--- config.mk ---
export PLATFORM = sky130hd
export DESIGN_NAME = instr_fetch
export DESIGN_NICKNAME = d
export VERILOG_FILES = /design/src/rtl/mips_pkg.sv /design/src/rtl/pc_next.sv /design/src/rtl/instr_fetch.sv
export SDC_FILE = /design/constraint.sdc
export NUM_CORES = 1
export LEC_CHECK = 0
export BUFFER_PORTS_ARGS = -buffer_cell sky130_fd_sc_hd__buf_2
export CAP_MARGIN = 20
export CORE_ASPECT_RATIO = 1.2
export CORE_MARGIN = 1
export CORE_UTILIZATION = 56
export CTS_CLUSTER_SIZE = 40
export DETAILED_ROUTE_END_ITERATION = 16
export PLACE_DENSITY = 0.85
export SKIP_CTS_REPAIR_TIMING = 1
export SLEW_MARGIN = 15
export SYNTH_ARGS = -nofsm -noshare
export SYNTH_HDL_FRONTEND = slang
export SYNTH_SLANG_ARGS = --single-unit
--- constraint.sdc ---
create_clock -name clk -period 7.7 [get_ports clk]
set_input_delay 0 -clock clk [delete_from_list [all_inputs] [get_ports clk]]
set_output_delay 0 -clock clk [all_outputs]
set_load 0.01 [all_outputs]
--- src/rtl/mips_pkg.sv ---
// Shared definitions for the MIPS core: opcode constants, the fetch
// handshake state type and fetch-related defaults.
package mips_pkg;

  // Primary opcodes seen by the control decoder (instr[31:26]).
  localparam logic [5:0] OP_RTYPE = 6'b000000;
  localparam logic [5:0] OP_J     = 6'b000010;
  localparam logic [5:0] OP_BEQ   = 6'b000100;
  localparam logic [5:0] OP_ADDI  = 6'b001000;
  localparam logic [5:0] OP_SLTI  = 6'b001010;
  localparam logic [5:0] OP_LW    = 6'b100011;
  localparam logic [5:0] OP_SW    = 6'b101011;

  // Fixed instruction word width and the byte step between instructions.
  localparam int unsigned INSTR_W   = 32;
  localparam int unsigned PC_STEP   = 4;

  // Default fetch address after reset; must be word aligned.
  localparam logic [31:0] RESET_PC_DEFAULT = 32'h0000_0000;

  // Two-phase fetch handshake: request a word, then execute it.
  typedef enum logic {
    FETCH = 1'b0,
    EXEC  = 1'b1
  } fetch_state_t;

  // Branch displacement in bytes: the 16-bit word offset shifted left by two,
  // sign-extended to 32 bits. Callers resize it signed to the PC width.
  function automatic logic [31:0] branch_offset(input logic [15:0] imm);
    return {{14{imm[15]}}, imm, 2'b00};
  endfunction

endpackage

--- src/rtl/pc_next.sv ---
// Combinational next-PC selection: jump beats taken branch beats fall-through.
// The jump form keeps the top four bits of pc_plus4, so ADDR_W must exceed 28.
module pc_next
  import mips_pkg::*;
#(
  parameter int unsigned ADDR_W = 32
) (
  input  logic [ADDR_W-1:0] pc_plus4,
  // Only the low 26 bits of the instruction carry target / offset fields.
  input  logic [25:0]       instr,
  input  logic              branch,
  input  logic              zero,
  input  logic              jump,
  output logic [ADDR_W-1:0] next_pc
);

  logic [ADDR_W-1:0] jump_target;
  logic [ADDR_W-1:0] branch_target;
  logic signed [31:0] disp;

  assign disp          = $signed(branch_offset(instr[15:0]));
  // Pseudo-direct jump: region bits from pc_plus4, word index from the instruction.
  assign jump_target   = {pc_plus4[ADDR_W-1:28], instr[25:0], 2'b00};
  // Adding the signed displacement modulo 2^ADDR_W handles backward branches and wrap.
  assign branch_target = pc_plus4 + ADDR_W'(disp);

  // Priority mux for the PC loaded when the current instruction retires.
  always_comb begin
    // NOTE: next_pc gets a default first so no path through the block leaves it unassigned (no latch).
    next_pc = pc_plus4;
    if (jump) begin
      next_pc = jump_target;
    end else if (branch && zero) begin
      next_pc = branch_target;
    end
  end

endmodule

--- src/rtl/instr_fetch.sv ---
// Instruction fetch and PC sequencing. A FETCH/EXEC handshake against
// instruction memory latches one instruction, holds it stable while the
// datapath executes (including stalls), then advances the PC using the
// decoder's branch/jump and the ALU zero flag, and counts retirements.
module instr_fetch
  import mips_pkg::*;
#(
  parameter int unsigned      ADDR_W   = 32,
  parameter logic [ADDR_W-1:0] RESET_PC = ADDR_W'(RESET_PC_DEFAULT)
) (
  input  logic               clk,
  input  logic               reset,
  output logic               imem_req,
  output logic [ADDR_W-1:0]  imem_addr,
  input  logic               imem_ack,
  input  logic [INSTR_W-1:0] imem_rdata,
  input  logic               stall,
  input  logic               branch,
  input  logic               jump,
  input  logic               zero,
  output logic [INSTR_W-1:0] instr,
  output logic [5:0]         opcode,
  output logic               instr_valid,
  output logic [ADDR_W-1:0]  pc,
  output logic [ADDR_W-1:0]  pc_plus4,
  output logic [31:0]        retired
);

  fetch_state_t      state;
  logic [ADDR_W-1:0] next_pc;

  // Address and decoder fields are pure views of the PC and instruction registers,
  // so they stay constant for the whole EXEC residency.
  assign imem_addr = pc;
  assign pc_plus4  = pc + ADDR_W'(PC_STEP);
  assign opcode    = instr[31:26];

  pc_next #(
    .ADDR_W (ADDR_W)
  ) u_pc_next (
    .pc_plus4 (pc_plus4),
    .instr    (instr[25:0]),
    .branch   (branch),
    .zero     (zero),
    .jump     (jump),
    .next_pc  (next_pc)
  );

  // Fetch FSM with registered handshake outputs, PC, instruction and retire counter.
  always_ff @(posedge clk) begin
    // NOTE: every register here uses <= so all of them see pre-edge values of each other.
    if (reset) begin
      // Reset abandons any outstanding request and ignores a coincident ack or stall.
      state       <= FETCH;
      pc          <= RESET_PC;
      instr       <= '0;
      retired     <= '0;
      imem_req    <= 1'b1;
      instr_valid <= 1'b0;
    end else begin
      case (state)
        FETCH: begin
          // Request and address stay put until memory answers.
          if (imem_ack) begin
            instr       <= imem_rdata;
            state       <= EXEC;
            imem_req    <= 1'b0;
            instr_valid <= 1'b1;
          end
        end
        EXEC: begin
          // Control inputs matter only on the cycle the instruction completes.
          if (!stall) begin
            pc          <= next_pc;
            retired     <= retired + 32'd1;
            state       <= FETCH;
            imem_req    <= 1'b1;
            instr_valid <= 1'b0;
          end
        end
        default: begin
          state       <= FETCH;
          imem_req    <= 1'b1;
          instr_valid <= 1'b0;
        end
      endcase
    end
  end

endmodule

==> Word level (Yosys, flattened, before mapping) <==
Cells that the tools add are included.
W data, S select, Z words.
{ "totals": {"ff_bits": 99, "word_cells": 28, "output_inout_bits": 168} }
{ "classes": {"n_reduce_logical": 4, "eq_ne": 2, "n_addsub": 3, "bitwise_logic": 2, "n_mux": 11} }
{ "ops": {"columns": ["cell", "n"], "rows": [
  ["$mux W32", 2],
  ["$add A32 B1 Y32 const B", 1],
  ["$add A32 B3 Y32 const B", 1],
  ["$add A32 B32 Y32", 1],
  ["$mux W1", 6],
  ["$pmux W1 S2", 3],
  ["$reduce_and A2 Y1", 3],
  ["$ne A2 B2 Y1 const B", 2],
  ["$not A1 Y1", 2],
  ["$logic_and A1 B1 Y1", 1]
]} }

==> Longest topological paths before layout <==
Gate-level depths: netlist of the first run.
{ "logic_depth": {"word_depth": 4, "ltp_mapped": 16, "depth_no_buf": 15} }

==> Hierarchy <==
A second synthesis of the first run with hierarchy kept.
{ "hier_totals": {"hier_cells": 922, "hier_area_um2": 6891.6} }
{ "by_module_without_submodules": {"columns": ["module", "cells_each", "n_inst", "seq_area_each_um2", "area_each_um2"], "rows": [
  ["instr_fetch", 599, 1, 1981.9, 4770.8],
  ["pc_next", 323, 1, 0.0, 2120.8]
]} }

==> Worst setup path after synthesis of the first run <==
Ideal clock, no wire load.
{ "synth_path": {"kind": "reg-to-reg", "start": "register pc[2] (netlist: imem_addr[2])", "end": "register pc[31] (netlist: imem_addr[31])", "path_stages_with_launch": 17, "setup_slack_ps": 3429, "t_arrival_ps": 4153, "setup_ps": 117, "path_cell_list": "dfxtp_1 -> ha_1 -> nand4_1 -> nor4_1 -> nand2_1 -> xnor2_1 -> ha_1 -> buf_2 -> a21oi_2 -> o21bai_1 -> a21o_1 -> a21o_1 -> a221oi_2 -> o31a_1 -> nor4_1 -> or3_1 -> a32o_1"} }
{ "synth_via": {"elab_chain_cells": 4} }
{ "synth_lines": {"columns": ["element", "line_no", "text"], "rows": [
  ["start, declared", "instr_fetch.sv:24", "output logic [ADDR_W-1:0] pc,"],
  ["start signal, assigned", "instr_fetch.sv:74", "pc <= next_pc;"],
  ["$add A32 B3 Y32", "instr_fetch.sv:35", "assign pc_plus4 = pc + ADDR_W'(PC_STEP);"],
  ["named net pc_plus4[22]", "instr_fetch.sv:25", "output logic [ADDR_W-1:0] pc_plus4,"],
  ["$add A32 B32 Y32", "pc_next.sv:25", "assign branch_target = pc_plus4 + ADDR_W'(disp);"],
  ["$mux W32", "pc_next.sv:33", "end else if (branch && zero) begin"],
  ["$mux W32", "pc_next.sv:31", "if (jump) begin"]
]} }
The timed path passes the listed nets, and every way through them passes these cells.
A chain may end at the register's enable or synchronous reset.

==> Worst setup path in the final report of the first run <==
{ "layout_path": {"start": "register pc[2] (netlist: imem_addr[2])", "end": "register pc[31] (netlist: imem_addr[31])"} }
{ "layout_via": {"elab_chain_cells": 4} }
{ "layout_lines": {"columns": ["element", "line_no"], "rows": [
  ["$add A32 B3 Y32 (*)", "instr_fetch.sv:35"],
  ["$add A32 B32 Y32", "pc_next.sv:25"],
  ["$mux W32", "pc_next.sv:33"],
  ["$mux W32 (*)", "pc_next.sv:31"]
]} }
Mark *: on every way between the ends. The rest lies on a longest branch, timed or not.

==> reports/results.ini, run 1 <==
[sta]
skew_ns=0.00914
fin_crit_sh_pct=55.1
timing.final.hold_violations=0
max_slew_margin_pct=34.0
fmax_ghz=0.236
tightest_slew_ns=0.990
rsz0062_at_grt=false
min_period_ns=4.25
setup_violations=0
finalMaxSlewViolations=0
setup_tns_ns=0

[critical_path]
r2r_cells=16
timing.rr.end=imem_addr[31]$_SDFFE_PP0P_
critPathMaxFanout=8
timing.rr.start=imem_addr[2]$_SDFFE_PP0P_
worstPathRequired_ns=7.95
reg2reg_slack_ns=3.45
critPathKind=flip-flop to flip-flop
worstPathArrival_ns=4.50
end_kind=flip-flop
startpoint_type=flip-flop

[clock_tree]
cts_tree=yes
clock_latency_ns=0.35
cts_buffers=9
clk_pin_slew_ns=0.07
cts-root-buf=clkbuf_16
htree_num_levels=3
clock_sinks=97
cts.path.max_buffers=2

[global_route]
grt_max_degree=87
grt_pass1_wl_um=30000
grt_pass1_vias=6130
gr-total-overflow=0
globalRouteTotalUtil_pct=31.3
antenna_found_initial=0

[placement]
dp_cells=1139
dpl_cell_area_um2=7330
io_buffers=200
hpwlAfterDp_um=13800
place_congestion=0.927

[hold_path]
whs_path_depth=5
hold_class=input pin to flip-flop
hold_end=retired[1]$_SDFFE_PP0P_
hold_path.startpoint=stall

[die]
die_w_um=100
initial_core_util_pct=58.2
placementRows=42
core_area_um2=11200
dieHeight_um=120
ios=207
die_area_um2=12100

[logic_synthesis]
yosys.area.top_type=dfxtp_1
ys_seq_area_share_pct=29.8
synth_warnings=0
async_reset_ff_share_pct=0
syn_area_um2=6510
ys_top_cells_by_area=dfxtp_1 (30%), nand2_1 (8.1%), ha_1 (7.1%), a21oi_1 (6.2%), xor2_1 (5.8%)
ys_ff_latch=97
netlist.area_leader.share_pct=29.8
post_synth_num_cell_types=61
syn_avg_cell_area_um2=7.64
dominantRegCellSynth=dfxtp_1
synth_edf_count=0
syn_inst=852

[finish]
antenna_cells=0
mostFrequentLayoutCells=buf_2 (200), nand2_1 (141), dfxtp_1 (97)
syn2layout_area_growth_pct=22.6
fill_cells=905
layout_commonest_cell=buf_2
utilization_pct=71.3
finalNetCount=1106
finalInstanceArea_um2=7980
finalNonFillerCells=1188
drive_above_1_share_pct=23.3

[power_and_ir_drop]
peakVddDrop_mv=0.142
cellLeakagePower_uw=0.00382
cellPowerDensity_nw_per_um2=154

[route]
drcViolationCount=0
drtPass1Iterations=6
wl_per_cell_um=16.8
routed_wirelength_um=19900
final_antenna_net_count=0
initialDrtViolationCount=409
vias_per_cell=5.80
vias=6892

[outcome]
status=finished, final reports clean

[run]
cap_violations=0

[worst max-delay path: stages (launching register included)]
cell and delay (ns):
dfxtp_1 0.47, ha_1 0.26, nand4_1 0.28, nor4_1 0.34
buf_4 0.20, nand2_1 0.07, xnor2_1 0.23, ha_1 0.37
a21oi_2 0.21, o21bai_1 0.08, a21o_1 0.19, a21o_1 0.18
a221oi_2 0.37, o31a_1 0.19, nor4_1 0.06, or3_1 0.38
a32o_1 0.25
[sequential cells by signal, indices dropped and copies added, names as in the netlist]
signal       cells
instr           32
retired         32
imem_addr       30
imem_req         1
instr_valid      1
state            1
[area by class of cell]
cell class	count	area, µm²	share of cell area, %
sequential	97	1940	24.3
inverter	17	63.8	0.800
clock buffer	10	239	3.00
tap	154	193	2.41
clock inverter	6	83.8	1.05
multi-input combinational	663	4070	51.0
timing repair buffer	241	1390	17.4
[stage by stage]
| step | hold slack (ns) | power, µW | setup slack [ns] |
|---|---|---|---|
| after floorplan | 0.110 | 680 | 3.43 |
| after global placement | 0.225 | 738 | 3.69 |
| after detailed placement | 0.225 | 741 | 3.54 |
| after CTS | -0.130 | 1210 | 3.51 |
| after global routing | 0.249 | 1270 | 3.22 |
| final | 0.230 | 1230 | 3.45 |
[Yosys cell counts, drive strengths merged, types with 3 or more instances]
cell,instances
nand4,15
o21a,9
inv,17
ha,37
nor2,82
o21ai,37
and4,4
xnor2,32
nand3,26
nand2b,6
nand2,141
a32o,4
buf,51
a21oi,83
dfxtp,97
or3,6
o22ai,3
and3,12
a31oi,3
and2,5
nor2b,5
nor3,15
o21bai,6
clkbuf,29
o211ai,16
a311oi,4
a211oi,12
a21o,14
a221oi,3
nor4,5
xor2,43
[cells by family (layout without fill, tap and decap cells)]
kind of cell | count (synthesis) | count (layout) | synth area share (%)
other cells | 1 | 6 | 0.0576
simple gates | 328 | 328 | 23.0
buf+inv | 97 | 274 | 8.07
xor+xnor | 75 | 75 | 10.1
fa+ha+maj | 38 | 38 | 7.42
compound gates | 214 | 214 | 21.2
mux | 2 | 2 | 0.308
flops | 97 | 97 | 29.8
[metal layers]
| metal | vias up | part of all wire, % | global-route usage, % |
|---|---|---|---|
| met5 | - | 0 | 0 |
| met4 | 0 | 4.5 | 13.6 |
| met3 | 77 | 7.1 | 6.06 |
| met2 | 320 | 48 | 52.4 |
| met1 | 3213 | 40 | 38.6 |
| li1 | 3282 | - | - |
[how the worst max path moves through the flow]
stage / depth (start not counted) / endpoint / startpoint / slack [ns]
2_1_floorplan: 16 / imem_addr[31]$_SDFFE_PP0P_ / imem_addr[2]$_SDFFE_PP0P_ / 3.43
3_3_place_gp: 16 / imem_addr[31]$_SDFFE_PP0P_ / imem_addr[2]$_SDFFE_PP0P_ / 3.69
3_5_place_dp: 16 / imem_addr[31]$_SDFFE_PP0P_ / imem_addr[2]$_SDFFE_PP0P_ / 3.54
4_1_cts: 16 / imem_addr[31]$_SDFFE_PP0P_ / imem_addr[2]$_SDFFE_PP0P_ / 3.51
5_1_grt: 16 / imem_addr[31]$_SDFFE_PP0P_ / imem_addr[2]$_SDFFE_PP0P_ / 3.22
6_report: 16 / imem_addr[31]$_SDFFE_PP0P_ / imem_addr[2]$_SDFFE_PP0P_ / 3.45
[power breakdown]
group          switching, µW  total [µW]  leakage, µW  internal [µW]
clock                    213         481     0.000158            268
sequential              24.0         543     0.000789            519
combinational            123         205      0.00287           82.5
Power figures use the tool's default switching activity.
==> run 2: changes to the inputs <==
Settings changed: ABC_AREA set to 1, CORE_UTILIZATION 56 to 49, PLACE_DENSITY 0.85 to 0.76.
Clock period 7.7 ns to 3.6 ns, I/O delays scaled along.
==> run 2 against run 1 <==
Effect of this change: the run now ends with hold timing left; final cell count rose by 47%; global-route usage rose by 1.0 points; core utilization fell by 10 points; first-iteration DRC count rose by 64%.
==> reports/results.ini, run 2 <==
[clock_tree]
clk_pin_slew_ns=0.08
clock_latency_ns=0.35
cts.path.max_buffers=2
clock_sinks=97
cts_tree=yes
cts-root-buf=clkbuf_16
htree_num_levels=3
cts_buffers=9

[logic_synthesis]
post-synth-top-count-cell=nand2_1
synth_edf_count=0
ys_top_cells_by_count=nand2_1 (426), inv_1 (188), nor2_1 (139), dfxtp_1 (97), nand3_1 (82)
ys_seq_area_share_pct=24.4
async_reset_ff_share_pct=0
netlist.area_leader.share_pct=24.4
synth_warnings=0
syn_inst=1338
syn_area_um2=7970
dominantRegCellSynth=dfxtp_1
yosys.area.top_type=dfxtp_1
syn_avg_cell_area_um2=5.96
post_synth_num_cell_types=46
ys_top_cells_by_area=dfxtp_1 (24%), nand2_1 (20%), inv_1 (8.9%), nor2_1 (6.5%), ha_1 (5.8%)
ys_ff_latch=97

[placement]
place_congestion=1.05
dpl_cell_area_um2=8980
io_buffers=200
hpwlAfterDp_um=22400

[route]
wl_per_cell_um=16.2
drcViolationCount=0
final_antenna_net_count=0
drtPass1Iterations=7
initialDrtViolationCount=669
vias_per_cell=5.20
vias=9092
routed_wirelength_um=28200

[die]
dieHeight_um=142
die_area_um2=16800
initial_core_util_pct=50.5
core_area_um2=15800
ios=207
die_w_um=118
placementRows=50

[finish]
syn2layout_area_growth_pct=20.6
drive_above_1_share_pct=18.7
layout_commonest_cell=nand2_1
finalNetCount=1611
finalInstanceArea_um2=9610
antenna_cells=0
mostFrequentLayoutCells=nand2_1 (426), buf_2 (200), inv_1 (188)

[critical_path]
end_kind=flip-flop
critPathMaxFanout=7
timing.rr.start=imem_addr[2]$_SDFFE_PP0P_
reg2reg_slack_ns=0.28
crit_start=imem_addr[2]$_SDFFE_PP0P_
worstPathRequired_ns=3.85
critPathKind=flip-flop to flip-flop
worstPathArrival_ns=3.56
startpoint_type=flip-flop

[run]
cap_violations=0

[global_route]
grt_max_degree=43
grt_pass1_wl_um=42400
globalRouteTotalUtil_pct=32.3
grt_pass1_vias=8413
gr-total-overflow=0
antenna_found_initial=0

[outcome]
status=complete, but fails checks
violations=hold timing

[sta]
rsz0062_at_grt=false
finalMaxSlewViolations=0
min_period_ns=3.32
skew_ns=0.0101
fmax_ghz=0.301
setup_violations=0
timing.final.hold_violations=3
setup_tns_ns=0
fin_crit_sh_pct=92.2
tightest_slew_ns=1.11
max_slew_margin_pct=26.0
whs_ns=-0.0572

[power_and_ir_drop]
peakVddDrop_mv=0.315
cellPowerDensity_nw_per_um2=280
power_uw=2690
cellLeakagePower_uw=0.00526

[hold_path]
hold_class=input pin to flip-flop
hold_path.startpoint=imem_rdata[10]

==> run 2: cell count changes after synthesis, sizes merged, moves of 13 or more <==
cell	delta
o21ai	+27
inv	+178
nand2	+294
nand3	+58
xnor2	-22
xor2	-13
nor2	+73
==> run 2: stage by stage <==
step	std cells	utilization, %	worst slack (ns)
6_report	1747	61.0	0.281
5_1_grt	1747	61.0	0.0242
4_1_cts	1716	58.8	0.131
3_5_place_dp	1700	56.9	0.152
3_3_place_gp	1699	56.8	0.180
2_1_floorplan	1343	-	0.817
==> run 2: final timing paths <==
path | end | cells after the start
max | imem_addr[22]$_SDFFE_PP0P_ | 19
min | instr[10]$_SDFFE_PP0P_ | 3
max reg2reg | imem_addr[22]$_SDFFE_PP0P_ | 19
min reg2reg | imem_req$_SDFFE_PP1P_ | 2
==> run 2: critical path: stages, from the launching register on <==
cell and delay [ns]:
dfxtp_2 0.39, ha_2 0.27, nand2_1 0.11, nor2_4 0.19, nand2_2 0.13, inv_1 0.14, nand3_1 0.11, and2_1 0.22
ha_1 0.37, nand2_1 0.12, nor2_1 0.21, inv_1 0.08, nor2_1 0.18, nand3_1 0.19, nand3_1 0.13, nand2_1 0.05
nand3_1 0.09, nand3_1 0.09, nand2_1 0.09, nand2_1 0.04
==> run 2: cell families (layout without fill, tap and decap cells) <==
kind of cell | after synthesis | in the layout | synth area share [%]
compound gates | 159 | 159 | 10.6
xor+xnor | 40 | 40 | 4.40
fa+ha+maj | 38 | 38 | 6.06
buf+inv | 267 | 463 | 14.6
flops | 97 | 97 | 24.4
other cells | 1 | 6 | 0.0471
simple gates | 736 | 736 | 40.0
==> run 2: routing by layer <==
layer / vias up / share of wire (%) / GRT usage [%] / wire length [µm]
li1: 4543 / - / - / -
met1: 4084 / 40 / 37.9 / 11300
met2: 374 / 48 / 55.6 / 13500
met3: 91 / 7.1 / 5.67 / 1990
met4: 0 / 5.4 / 18.5 / 1510
met5: - / 0 / 0 / 0
==> run 2: area by class of cell <==
cell class | count | area [µm²]
clock inverter | 7 | 62.6
tap | 208 | 260
fill | 1598 | 6150
timing repair buffer | 250 | 1480
sequential | 97 | 1940
multi-input combinational | 979 | 4900
inverter | 197 | 739
clock buffer | 9 | 225
==> run 2: report_power, final <==
group | switching [µW] | leakage [µW] | total, µW | internal, µW
sequential | 62.9 | 0.000792 | 1180 | 1120
clock | 462 | 0.000139 | 944 | 483
combinational | 351 | 0.00432 | 566 | 215
